<file path="src/rtl/nec_ir_rx.sv">
// NEC IR receive decoder: synchroniser, glitch filter, segment timer and
// frame FSM producing address/command plus valid/repeat/error strobes.
module nec_ir_rx #(
    parameter int UNIT_CYCLES   = 5625,
    parameter int GLITCH_CYCLES = 4
) (
    input  logic       i_clk,
    input  logic       i_rst,
    input  logic       i_ir_n,
    output logic       o_valid,
    output logic       o_repeat,
    output logic       o_error,
    output logic [7:0] o_addr,
    output logic [7:0] o_cmd,
    output logic       o_busy
);
    localparam int DW = $clog2(UNIT_CYCLES * 20 + 1);
    localparam int SW = DW + 1;
    localparam int GW = $clog2(GLITCH_CYCLES + 1);

    localparam logic [SW-1:0] LO1  = SW'(UNIT_CYCLES * 3 / 4);
    localparam logic [SW-1:0] HI1  = SW'(UNIT_CYCLES * 5 / 4);
    localparam logic [SW-1:0] LO3  = SW'(3 * UNIT_CYCLES * 3 / 4);
    localparam logic [SW-1:0] HI3  = SW'(3 * UNIT_CYCLES * 5 / 4);
    localparam logic [SW-1:0] LO4  = SW'(4 * UNIT_CYCLES * 3 / 4);
    localparam logic [SW-1:0] HI4  = SW'(4 * UNIT_CYCLES * 5 / 4);
    localparam logic [SW-1:0] LO8  = SW'(8 * UNIT_CYCLES * 3 / 4);
    localparam logic [SW-1:0] HI8  = SW'(8 * UNIT_CYCLES * 5 / 4);
    localparam logic [SW-1:0] LO16 = SW'(16 * UNIT_CYCLES * 3 / 4);
    localparam logic [SW-1:0] HI16 = SW'(16 * UNIT_CYCLES * 5 / 4);

    localparam logic [2:0] S_IDLE       = 3'd0;
    localparam logic [2:0] S_LEAD_MARK  = 3'd1;
    localparam logic [2:0] S_LEAD_SPACE = 3'd2;
    localparam logic [2:0] S_BIT_MARK   = 3'd3;
    localparam logic [2:0] S_BIT_SPACE  = 3'd4;
    localparam logic [2:0] S_STOP_MARK  = 3'd5;
    localparam logic [2:0] S_REP_STOP   = 3'd6;

    logic          sync1, sync2, filt, filt_q;
    logic [GW-1:0] gcnt;
    logic [DW-1:0] dur;
    logic [SW-1:0] seg, tmax;
    logic [2:0]    state, nxt;
    logic [31:0]   sr;
    logic [4:0]    bit_cnt;
    logic          got_frame;
    logic          edge_seen, err, shift, bitv, fin, rep, chk_ok;

    function automatic logic win(input logic [SW-1:0] d,
                                 input logic [SW-1:0] lo,
                                 input logic [SW-1:0] hi);
        return (d >= lo) && (d <= hi);
    endfunction

    always_ff @(posedge i_clk or negedge i_rst) begin
        if (!i_rst) begin
            sync1  <= 1'b1;
            sync2  <= 1'b1;
            filt   <= 1'b1;
            filt_q <= 1'b1;
            gcnt   <= '0;
        end else begin
            sync1  <= i_ir_n;
            sync2  <= sync1;
            filt_q <= filt;
            if (sync2 == filt) begin
                gcnt <= '0;
            end else if (gcnt == GW'(GLITCH_CYCLES - 1)) begin
                filt <= sync2;
                gcnt <= '0;
            end else begin
                gcnt <= gcnt + GW'(1);
            end
        end
    end

    // dur counts cycles after the edge cycle, so the segment length is dur+1
    assign edge_seen = filt ^ filt_q;
    assign seg       = {1'b0, dur} + SW'(1);
    assign chk_ok    = ((sr[7:0] ^ sr[15:8]) == 8'hFF)
                    && ((sr[23:16] ^ sr[31:24]) == 8'hFF);
    assign o_busy    = (state != S_IDLE);

    always_ff @(posedge i_clk or negedge i_rst) begin
        if (!i_rst) begin
            dur <= '0;
        end else if (edge_seen) begin
            dur <= '0;
        end else if (dur != '1) begin
            dur <= dur + DW'(1);
        end
    end

    always_comb begin
        tmax = '1;
        unique case (state)
            S_LEAD_MARK:  tmax = HI16;
            S_LEAD_SPACE: tmax = HI8;
            S_BIT_SPACE:  tmax = HI3;
            S_BIT_MARK,
            S_STOP_MARK,
            S_REP_STOP:   tmax = HI1;
            default:      tmax = '1;
        endcase
    end

    always_comb begin
        nxt   = state;
        err   = 1'b0;
        shift = 1'b0;
        bitv  = 1'b0;
        fin   = 1'b0;
        rep   = 1'b0;
        if (state != S_IDLE && !edge_seen && seg > tmax) begin
            err = 1'b1;
        end else if (edge_seen) begin
            unique case (state)
                S_IDLE: begin
                    if (!filt) nxt = S_LEAD_MARK;
                end
                S_LEAD_MARK: begin
                    nxt = win(seg, LO16, HI16) ? S_LEAD_SPACE : S_IDLE;
                end
                S_LEAD_SPACE: begin
                    if (win(seg, LO8, HI8))      nxt = S_BIT_MARK;
                    else if (win(seg, LO4, HI4)) nxt = S_REP_STOP;
                    else                         err = 1'b1;
                end
                S_BIT_MARK: begin
                    if (win(seg, LO1, HI1)) nxt = S_BIT_SPACE;
                    else                    err = 1'b1;
                end
                S_BIT_SPACE: begin
                    if (win(seg, LO1, HI1) || win(seg, LO3, HI3)) begin
                        shift = 1'b1;
                        bitv  = win(seg, LO3, HI3);
                        nxt   = (bit_cnt == 5'd31) ? S_STOP_MARK : S_BIT_MARK;
                    end else begin
                        err = 1'b1;
                    end
                end
                S_STOP_MARK: begin
                    if (win(seg, LO1, HI1)) fin = 1'b1;
                    else                    err = 1'b1;
                end
                S_REP_STOP: begin
                    if (win(seg, LO1, HI1)) rep = 1'b1;
                    else                    err = 1'b1;
                end
                default: err = 1'b1;
            endcase
        end
        if (err || fin || rep) nxt = S_IDLE;
    end

    always_ff @(posedge i_clk or negedge i_rst) begin
        if (!i_rst) begin
            state     <= S_IDLE;
            sr        <= '0;
            bit_cnt   <= '0;
            got_frame <= 1'b0;
            o_valid   <= 1'b0;
            o_repeat  <= 1'b0;
            o_error   <= 1'b0;
            o_addr    <= '0;
            o_cmd     <= '0;
        end else begin
            state    <= nxt;
            o_valid  <= 1'b0;
            o_repeat <= 1'b0;
            o_error  <= err;
            if (shift) begin
                sr[bit_cnt] <= bitv;
                bit_cnt     <= bit_cnt + 5'd1;
            end
            if (fin) begin
                if (chk_ok) begin
                    o_addr    <= sr[7:0];
                    o_cmd     <= sr[23:16];
                    o_valid   <= 1'b1;
                    got_frame <= 1'b1;
                end else begin
                    o_error <= 1'b1;
                end
            end
            if (rep) begin
                o_repeat <= got_frame;
                o_error  <= !got_frame;
            end
            if (nxt == S_IDLE) begin
                sr      <= '0;
                bit_cnt <= '0;
            end
        end
    end
endmodule

</file>
<file path="config.mk">
export PLATFORM = sky130hd
export DESIGN_NAME = nec_ir_rx
export DESIGN_NICKNAME = d
export VERILOG_FILES = /design/src/rtl/nec_ir_rx.sv
export SDC_FILE = /design/constraint.sdc
export NUM_CORES = 1
export LEC_CHECK = 0
export CAP_MARGIN = 0
export CELL_PAD_IN_SITES_DETAIL_PLACEMENT = 0
export CELL_PAD_IN_SITES_GLOBAL_PLACEMENT = 1
export CORE_MARGIN = 1
export CORE_UTILIZATION = 48
export CTS_CLUSTER_DIAMETER = 200
export DETAILED_ROUTE_END_ITERATION = 8
export PLACE_DENSITY = 0.87
export RECOVER_POWER = 100
export REMOVE_ABC_BUFFERS = 1
export SLEW_MARGIN = 40
export SYNTH_ARGS = -nofsm -noshare
export SYNTH_HDL_FRONTEND = slang
export SYNTH_SLANG_ARGS = --single-unit
</file>
<file path="constraint.sdc">
create_clock -name i_clk -period 5.3 [get_ports i_clk]
set_input_delay 1.06 -clock i_clk [delete_from_list [all_inputs] [get_ports i_clk]]
set_output_delay 1.06 -clock i_clk [all_outputs]
set_load 0.005 [all_outputs]
</file>
==> results.py, run 1 <==
metrics = {
    "placed_design": {
        "place_area_mm2": 0.006614,
        "numPortBuffers": 22,
        "dp_hpwl_mm": 12.27,
        "gp_congestion": 0.9699,
    },
    "synthesis": {
        "syn-cell-area_mm2": 0.006301,
        "synth_cell_types": 86,
        "synth-edff-count": 0,
        "async_reset_ff_share_pct": 100.0,
        "yosys_warnings": 0,
        "postSynthCellCount": 741,
        "ys_ff_latch": 84,
        "avgSynthCellArea_um2": 8.503,
        "synthFlopType": "dfrtp_1",
        "ys_seq_area_share_pct": 33.44,
    },
    "hold_path": {
        "hold_path.class": "reg -> reg",
        "hold_end": "sync2",
        "hold_depth": 0,
        "hold_start": "sync1",
    },
    "clocking": {
        "postCtsHoldBufs": 0,
        "cts_buffers": 9,
        "clock-sinks": 84,
        "postCtsSetupBuffers": 0,
        "root_buffer": "clkbuf_16",
        "cts_tree": "yes",
        "clkTransAtPathRegs_ns": 0.07,
        "htree_levels": 3,
        "clock_latency_ns": 0.35,
        "ctsResizeCount": 0,
        "cts_max_path_buffers": 2,
    },
    "critical_path": {
        "r2r_slack_ns": 0.54,
        "r2r-end": "sr[12]",
        "crit_fanout": 21,
        "crit_path_end_kind": "flip-flop",
        "rr_worst_depth": 13,
        "startpoint_type": "flip-flop",
        "arrival_ns": 5.03,
        "r2r-start": "dur[1]",
        "crit_type": "reg -> reg",
        "crit_path_max_incr_delay_ns": 0.71,
        "required_ns": 5.57,
        "cp_common_cell": "ha_1",
        "path_cells": "ha_1 > nand3_2 > or2_0 > nor3_1 > ha_1 > or3_1 > a2111oi_0 > nor3b_1 > a221oi_2 > o311ai_4 > buf_4 > buf_12 > a21oi_1",
        "critical_path.slowest_cell": "a2111oi_0",
    },
    "global_routing": {
        "grt_use_met2_pct": 37.71,
        "grt_pass1_vias": 5268,
        "antenna_found_initial": 0,
        "grt_overflow": 0,
        "use_met1_pct": 39.92,
        "grt_max_degree": 61,
        "track_usage_pct": 26.70,
        "top_usage_layer": "met1",
        "grt_pass1_wl_mm": 27.63,
        "grtUsageMet3_pct": 5.293,
    },
    "sta": {
        "fin_skew_ns": 0.006926,
        "period_needed_ns": 4.760,
        "fmax_mhz": 210.1,
        "period_share_pct": 89.82,
        "max_slew.worst_pin.slew_ns": 1.452,
        "tns_ns": 0,
        "final-hold-violation-count": 0,
        "relSlewSlack_pct": 3.225,
        "finalMaxSlewViolations": 0,
        "final-setup-viol-count": 0,
        "rsz0062_at_grt": "no",
    },
    "route": {
        "drt-pass1-iter-count": 5,
        "ant_nets": 0,
        "drt-initial-drc-count": 696,
        "routedWlPerCell_um": 19.02,
        "num_vias": 5683,
        "routed_wl_mm": 17.37,
        "vias_per_cell": 6.225,
        "route.detailed.drc": 0,
    },
    "die": {
        "start_util_pct": 49.53,
        "fp.dieH_um": 116.6,
        "rows": 41,
        "io_pins": 23,
        "fp.coreArea_mm2": 0.01272,
        "dieArea_mm2": 0.01359,
        "die_width_um": 116.6,
    },
    "outcome": {
        "status": "complete, no violations",
    },
    "power": {
        "p_leak_nw": 2.891,
        "power_density_mw_per_mm2": 295.3,
        "peakVddDrop_mv": 0.2000,
    },
    "finish": {
        "fin_area_mm2": 0.006778,
        "area_growth_pct": 7.566,
        "fin_nets": 762,
        "insertedDiodeCount": 0,
        "drive_gt1_share_pct": 9.717,
    },
    "run": {
        "max-cap-violations": 0,
    },
}
==> worst max-delay path: cells and delay by family, from the launching register on <==
family                     cells  cell delay, ns
AOI/OAI and AO/OA              4            1.63
adders and majority gates      2            0.66
buffers and inverters          2            0.43
DFF                            1            0.56
and+or+nand+nor                5            1.40
==> state kept, by name (all words and copies together) (netlist names), 3 cells and up <==
name,flops
bit_cnt,5
dur,17
gcnt,3
o_addr,8
o_cmd,8
sr,32
state,3
==> worst max path at each step <==
stage | startpoint | end
2_1_floorplan | dur[1] | sr[0]
3_3_place_gp | dur[0] | sr[0]
3_5_place_dp | dur[1] | sr[0]
4_1_cts | dur[1] | sr[0]
5_1_grt | dur[1] | sr[12]
6_report | dur[1] | sr[12]
==> cells in the mapped netlist (all sizes together), types with 4 or more instances <==
cell type  instances  share of area, %
and4               6              0.83
or3                7              0.69
clkbuf            22               1.3
nor2              54               3.5
a21oi             55               5.9
dfrtp             80                32
nor4              17               1.9
or4                5              0.66
o22ai              6              0.69
nor3              31               3.0
nand2            115               7.0
buf               29               2.6
and2               8              0.79
nand2b             4              0.40
nand3b             4              0.48
a311o              5              0.79
ha                23               4.6
nor3b              5              0.60
xnor2             39               5.5
nand3             18               1.7
inv               21               1.3
a21o               5              0.60
mux2i              4              0.64
a31oi              6              0.60
dfstp              4               1.7
or3b               4              0.56
a211oi             4              0.48
nand4             14               1.7
o21ai             54               4.3
o311ai             4              0.83
and3              14               1.4
a2111oi            4               1.2
xor2              18               2.9
or2                6              0.60
==> power by group <==
group          switching [mW]  total (mW)  internal (mW)
logic                   0.388       0.594          0.207
registers              0.0816       0.757          0.675
clock network           0.279       0.650          0.371
total                   0.748        2.00           1.25
==> cells in the final DEF (no fill, tap or decap), types with 5 or more instances in the layout <==
master,count
a21o_1,5
a21oi_1,49
a21oi_2,6
a311o_1,5
a31oi_1,6
and2_1,7
and3_1,14
and4_1,6
buf_4,10
clkbuf_16,9
dfrtp_1,80
dlygate4sd3_1,21
ha_1,23
inv_1,18
nand2_1,113
nand3_1,15
nand4_1,12
nor2_1,52
nor3_1,27
nor3b_1,5
nor4_1,16
o21ai_0,52
o22ai_1,5
or3_1,7
xnor2_1,38
xor2_1,14
==> cells by family after synthesis <==
group / count (synthesis) / synth area share, %
fa+ha+maj: 25 / 4.885
xor+xnor: 57 / 8.400
compound gates: 175 / 20.14
mux: 5 / 0.8142
simple gates: 323 / 27.20
flops: 84 / 33.44
buf+inv: 72 / 5.123
==> layout make-up <==
| type | count | area (µm²) |
|---|---|---|
| multi-input cells | 585 | 3759 |
| fillers | 1233 | 5944 |
| inverters | 21 | 78.83 |
| clock inverters | 6 | 71.32 |
| repair buffers | 35 | 317.8 |
| flip-flops and latches | 84 | 2107 |
| clock buffers | 10 | 229.0 |
| well taps | 172 | 215.2 |
==> through the flow <==
| stage | worst slack, ns | hold WS [ns] | instances | util, % | total power [mW] |
|---|---|---|---|---|---|
| finish | 0.5397 | 0.3546 | 913 | 53.27 | 2.002 |
| global route | 0.2854 | 0.3574 | 913 | 53.27 | 2.111 |
| CTS | 0.6268 | 0.3561 | 913 | 54.35 | 2.047 |
| detailed placement | 0.6657 | 0.3498 | 897 | 51.99 | 1.390 |
| global placement | 0.8844 | 0.3455 | 896 | 51.93 | 1.360 |
| floorplan | 0.3654 | 0.3452 | 690 | - | 1.148 |
==> per-layer routing <==
metal,routed length [µm],part of all wire (%)
met5,0,0
met3,1422,8.2
met1,8229,47
met4,373,2.1
met2,7340,42
(Power assumes the default switching activity.)
==> run 2: changes to the inputs <==
--- a/config.mk
+++ b/config.mk
@@ -9,12 +9,13 @@
 export CELL_PAD_IN_SITES_DETAIL_PLACEMENT = 0
 export CELL_PAD_IN_SITES_GLOBAL_PLACEMENT = 1
 export CORE_MARGIN = 1
-export CORE_UTILIZATION = 48
+export CORE_UTILIZATION = 51
 export CTS_CLUSTER_DIAMETER = 200
 export DETAILED_ROUTE_END_ITERATION = 8
-export PLACE_DENSITY = 0.87
+export PLACE_DENSITY = 0.92
 export RECOVER_POWER = 100
 export REMOVE_ABC_BUFFERS = 1
+export SKIP_CTS_REPAIR_TIMING = 1
 export SLEW_MARGIN = 40
 export SYNTH_ARGS = -nofsm -noshare
 export SYNTH_HDL_FRONTEND = slang
==> constraint.sdc (replaced) <==
create_clock -name i_clk -period 5.6 [get_ports i_clk]
set_input_delay 1.12 -clock i_clk [delete_from_list [all_inputs] [get_ports i_clk]]
set_output_delay 1.12 -clock i_clk [all_outputs]
set_load 0.005 [all_outputs]
==> run 2 against run 1 <==
The flow now finishes with violations (capacitance limit, slew limit). Clock power down 6.9%. Utilization grew 2.6 points. Sequential share of layout area grew 0.30 points. Maximum frequency shrank 2.1%. First-iteration DRC count decreased by 21%. Final area is 0.96% lower. Sequential power fell by 6.3%. Via count fell by 2.4%. Global-route usage increased by 1.4 points. Hold slack improved by 0.0021 ns. Total power decreased by 6.8%. Largest power group unchanged.
==> results.py, run 2 (same netlist as run 1, synthesis figures left out) <==
metrics = {
    "route": {
        "drt-pass1-iter-count": 5,
        "routed_wl_mm": 17.15,
        "num_vias": 5549,
        "vias_per_cell": 6.299,
        "ant_nets": 0,
        "drt-initial-drc-count": 551,
        "route.detailed.drc": 0,
        "routedWlPerCell_um": 19.47,
    },
    "finish": {
        "insertedDiodeCount": 0,
        "final_cell_mix": "113 x nand2_1, 80 x dfrtp_1, 54 x a21oi_1",
        "fin_nets": 755,
        "drive_gt1_share_pct": 8.311,
        "finish.utilization_pct": 55.89,
        "regMostFlops": "sr",
        "area_growth_pct": 6.533,
        "largest_registers": "sr x32, dur x17",
        "fin_area_mm2": 0.006713,
        "largest_reg_flops": 32,
        "final_common_cell": "nand2_1",
    },
    "outcome": {
        "violations": "capacitance limit, slew limit",
        "status": "finished with violations",
    },
    "global_routing": {
        "antenna_found_initial": 0,
        "use_met1_pct": 41.99,
        "top_usage_layer": "met1",
        "grt_max_degree": 85,
        "grt_pass1_vias": 5250,
        "grt_use_met2_pct": 40.33,
        "track_usage_pct": 28.07,
        "grt_pass1_wl_mm": 27.94,
        "grt_overflow": 0,
        "grtUsageMet3_pct": 5.945,
    },
    "critical_path": {
        "crit_type": "reg -> reg",
        "crit_path_end_kind": "flip-flop",
        "startpoint_type": "flip-flop",
        "crit_fanout": 17,
        "r2r_slack_ns": 0.74,
        "arrival_ns": 5.14,
        "required_ns": 5.88,
    },
    "power": {
        "power_density_mw_per_mm2": 277.9,
        "peakVddDrop_mv": 0.3056,
        "p_sw_mw": 0.6910,
        "intPower_mw": 1.174,
        "switching_share_pct": 37.04,
        "pwr-share-clk_pct": 32.5,
        "p_total_mw": 1.865,
        "p_leak_nw": 2.870,
        "p_seq_share_pct": 38.0,
        "power_frac_comb_pct": 29.5,
    },
    "sta": {
        "fmax_mhz": 205.7,
        "period_share_pct": 86.82,
        "period_needed_ns": 4.862,
        "final-setup-viol-count": 0,
        "fin_skew_ns": 0.01589,
        "tns_ns": 0,
        "max_slew.worst_pin.slew_ns": 3.736,
        "relSlewSlack_pct": -149.1,
        "finalMaxSlewViolations": 85,
        "rsz0062_at_grt": "no",
        "final-hold-violation-count": 0,
    },
    "placed_design": {
        "gp_congestion": 0.9173,
        "numPortBuffers": 22,
        "place_area_mm2": 0.006534,
        "dp_hpwl_mm": 12.25,
    },
    "die": {
        "fp.dieH_um": 113.2,
        "fp.coreArea_mm2": 0.01201,
        "dieArea_mm2": 0.01280,
        "die_width_um": 113.2,
        "rows": 40,
        "io_pins": 23,
        "start_util_pct": 52.46,
    },
    "clocking": {
        "clock-sinks": 84,
        "cts_buffers": 9,
        "clock_latency_ns": 0.35,
        "clkTransAtPathRegs_ns": 0.06,
        "root_buffer": "clkbuf_16",
        "cts_max_path_buffers": 2,
        "cts_tree": "yes",
        "htree_levels": 3,
    },
    "hold_path": {
        "hold_path.class": "reg -> reg",
    },
    "run": {
        "max-cap-violations": 1,
    },
}
## run 2: final cells by class
| cell class | count | area (µm²) |
|---|---|---|
| clock buffer | 10 | 229.0 |
| clock inverter | 6 | 68.82 |
| fill | 1130 | 5299 |
| inverter | 21 | 78.83 |
| multi-input combinational | 585 | 3769 |
| sequential | 84 | 2107 |
| tap | 147 | 183.9 |
| timing repair buffer | 28 | 276.5 |
## run 2: metrics by stage
stage / instances / setup slack (ns) / hold slack [ns]
final: 881 / 0.7380 / 0.3567
after global routing: 881 / 0.3615 / 0.3632
after CTS: 881 / 1.150 / 0.3579
after detailed placement: 865 / 1.187 / 0.3488
after global placement: 865 / 1.277 / 0.3479
after floorplan: 690 / 0.6654 / 0.3452
## run 2: critical path: stages (launching register included)
cell	delay [ns]
dfrtp_1	0.64
ha_1	0.25
nand3_1	0.31
or2_0	0.52
nor3_1	0.24
ha_1	0.34
nor3_1	0.35
o211ai_4	0.16
nor2_1	0.47
nand2_1	0.25
nor4bb_2	0.32
clkbuf_1	0.69
nand2_1	0.14
nand2_1	0.10
## run 2: final timing paths
kind,from,end,cells after the start
setup / recovery,dur[0],o_addr[7],13
hold / removal,sync1,sync2,0
setup reg to reg,dur[0],o_addr[7],13
hold reg to reg,sync1,sync2,0
max in group asynchronous,i_rst,dur[9],1
min in group asynchronous,i_rst,o_error,1
## run 2: power by group through the flow
stage                     Sequential [mW]  Combinational, mW  Clock [mW]
final                               0.709              0.551       0.605
after detailed placement            0.720              0.585           0
after global placement              0.718              0.578           0
after floorplan                     0.710              0.377           0
after global routing                0.715              0.613       0.638
after CTS                           0.709              0.588       0.610
## run 2: routing by layer
metal  share of wire [%]  vias to the layer above
met2                  43                      257
met5                   0                        -
li1                    -                     2626
met4                 1.8                        0
met1                  48                     2636
met3                 7.8                       30
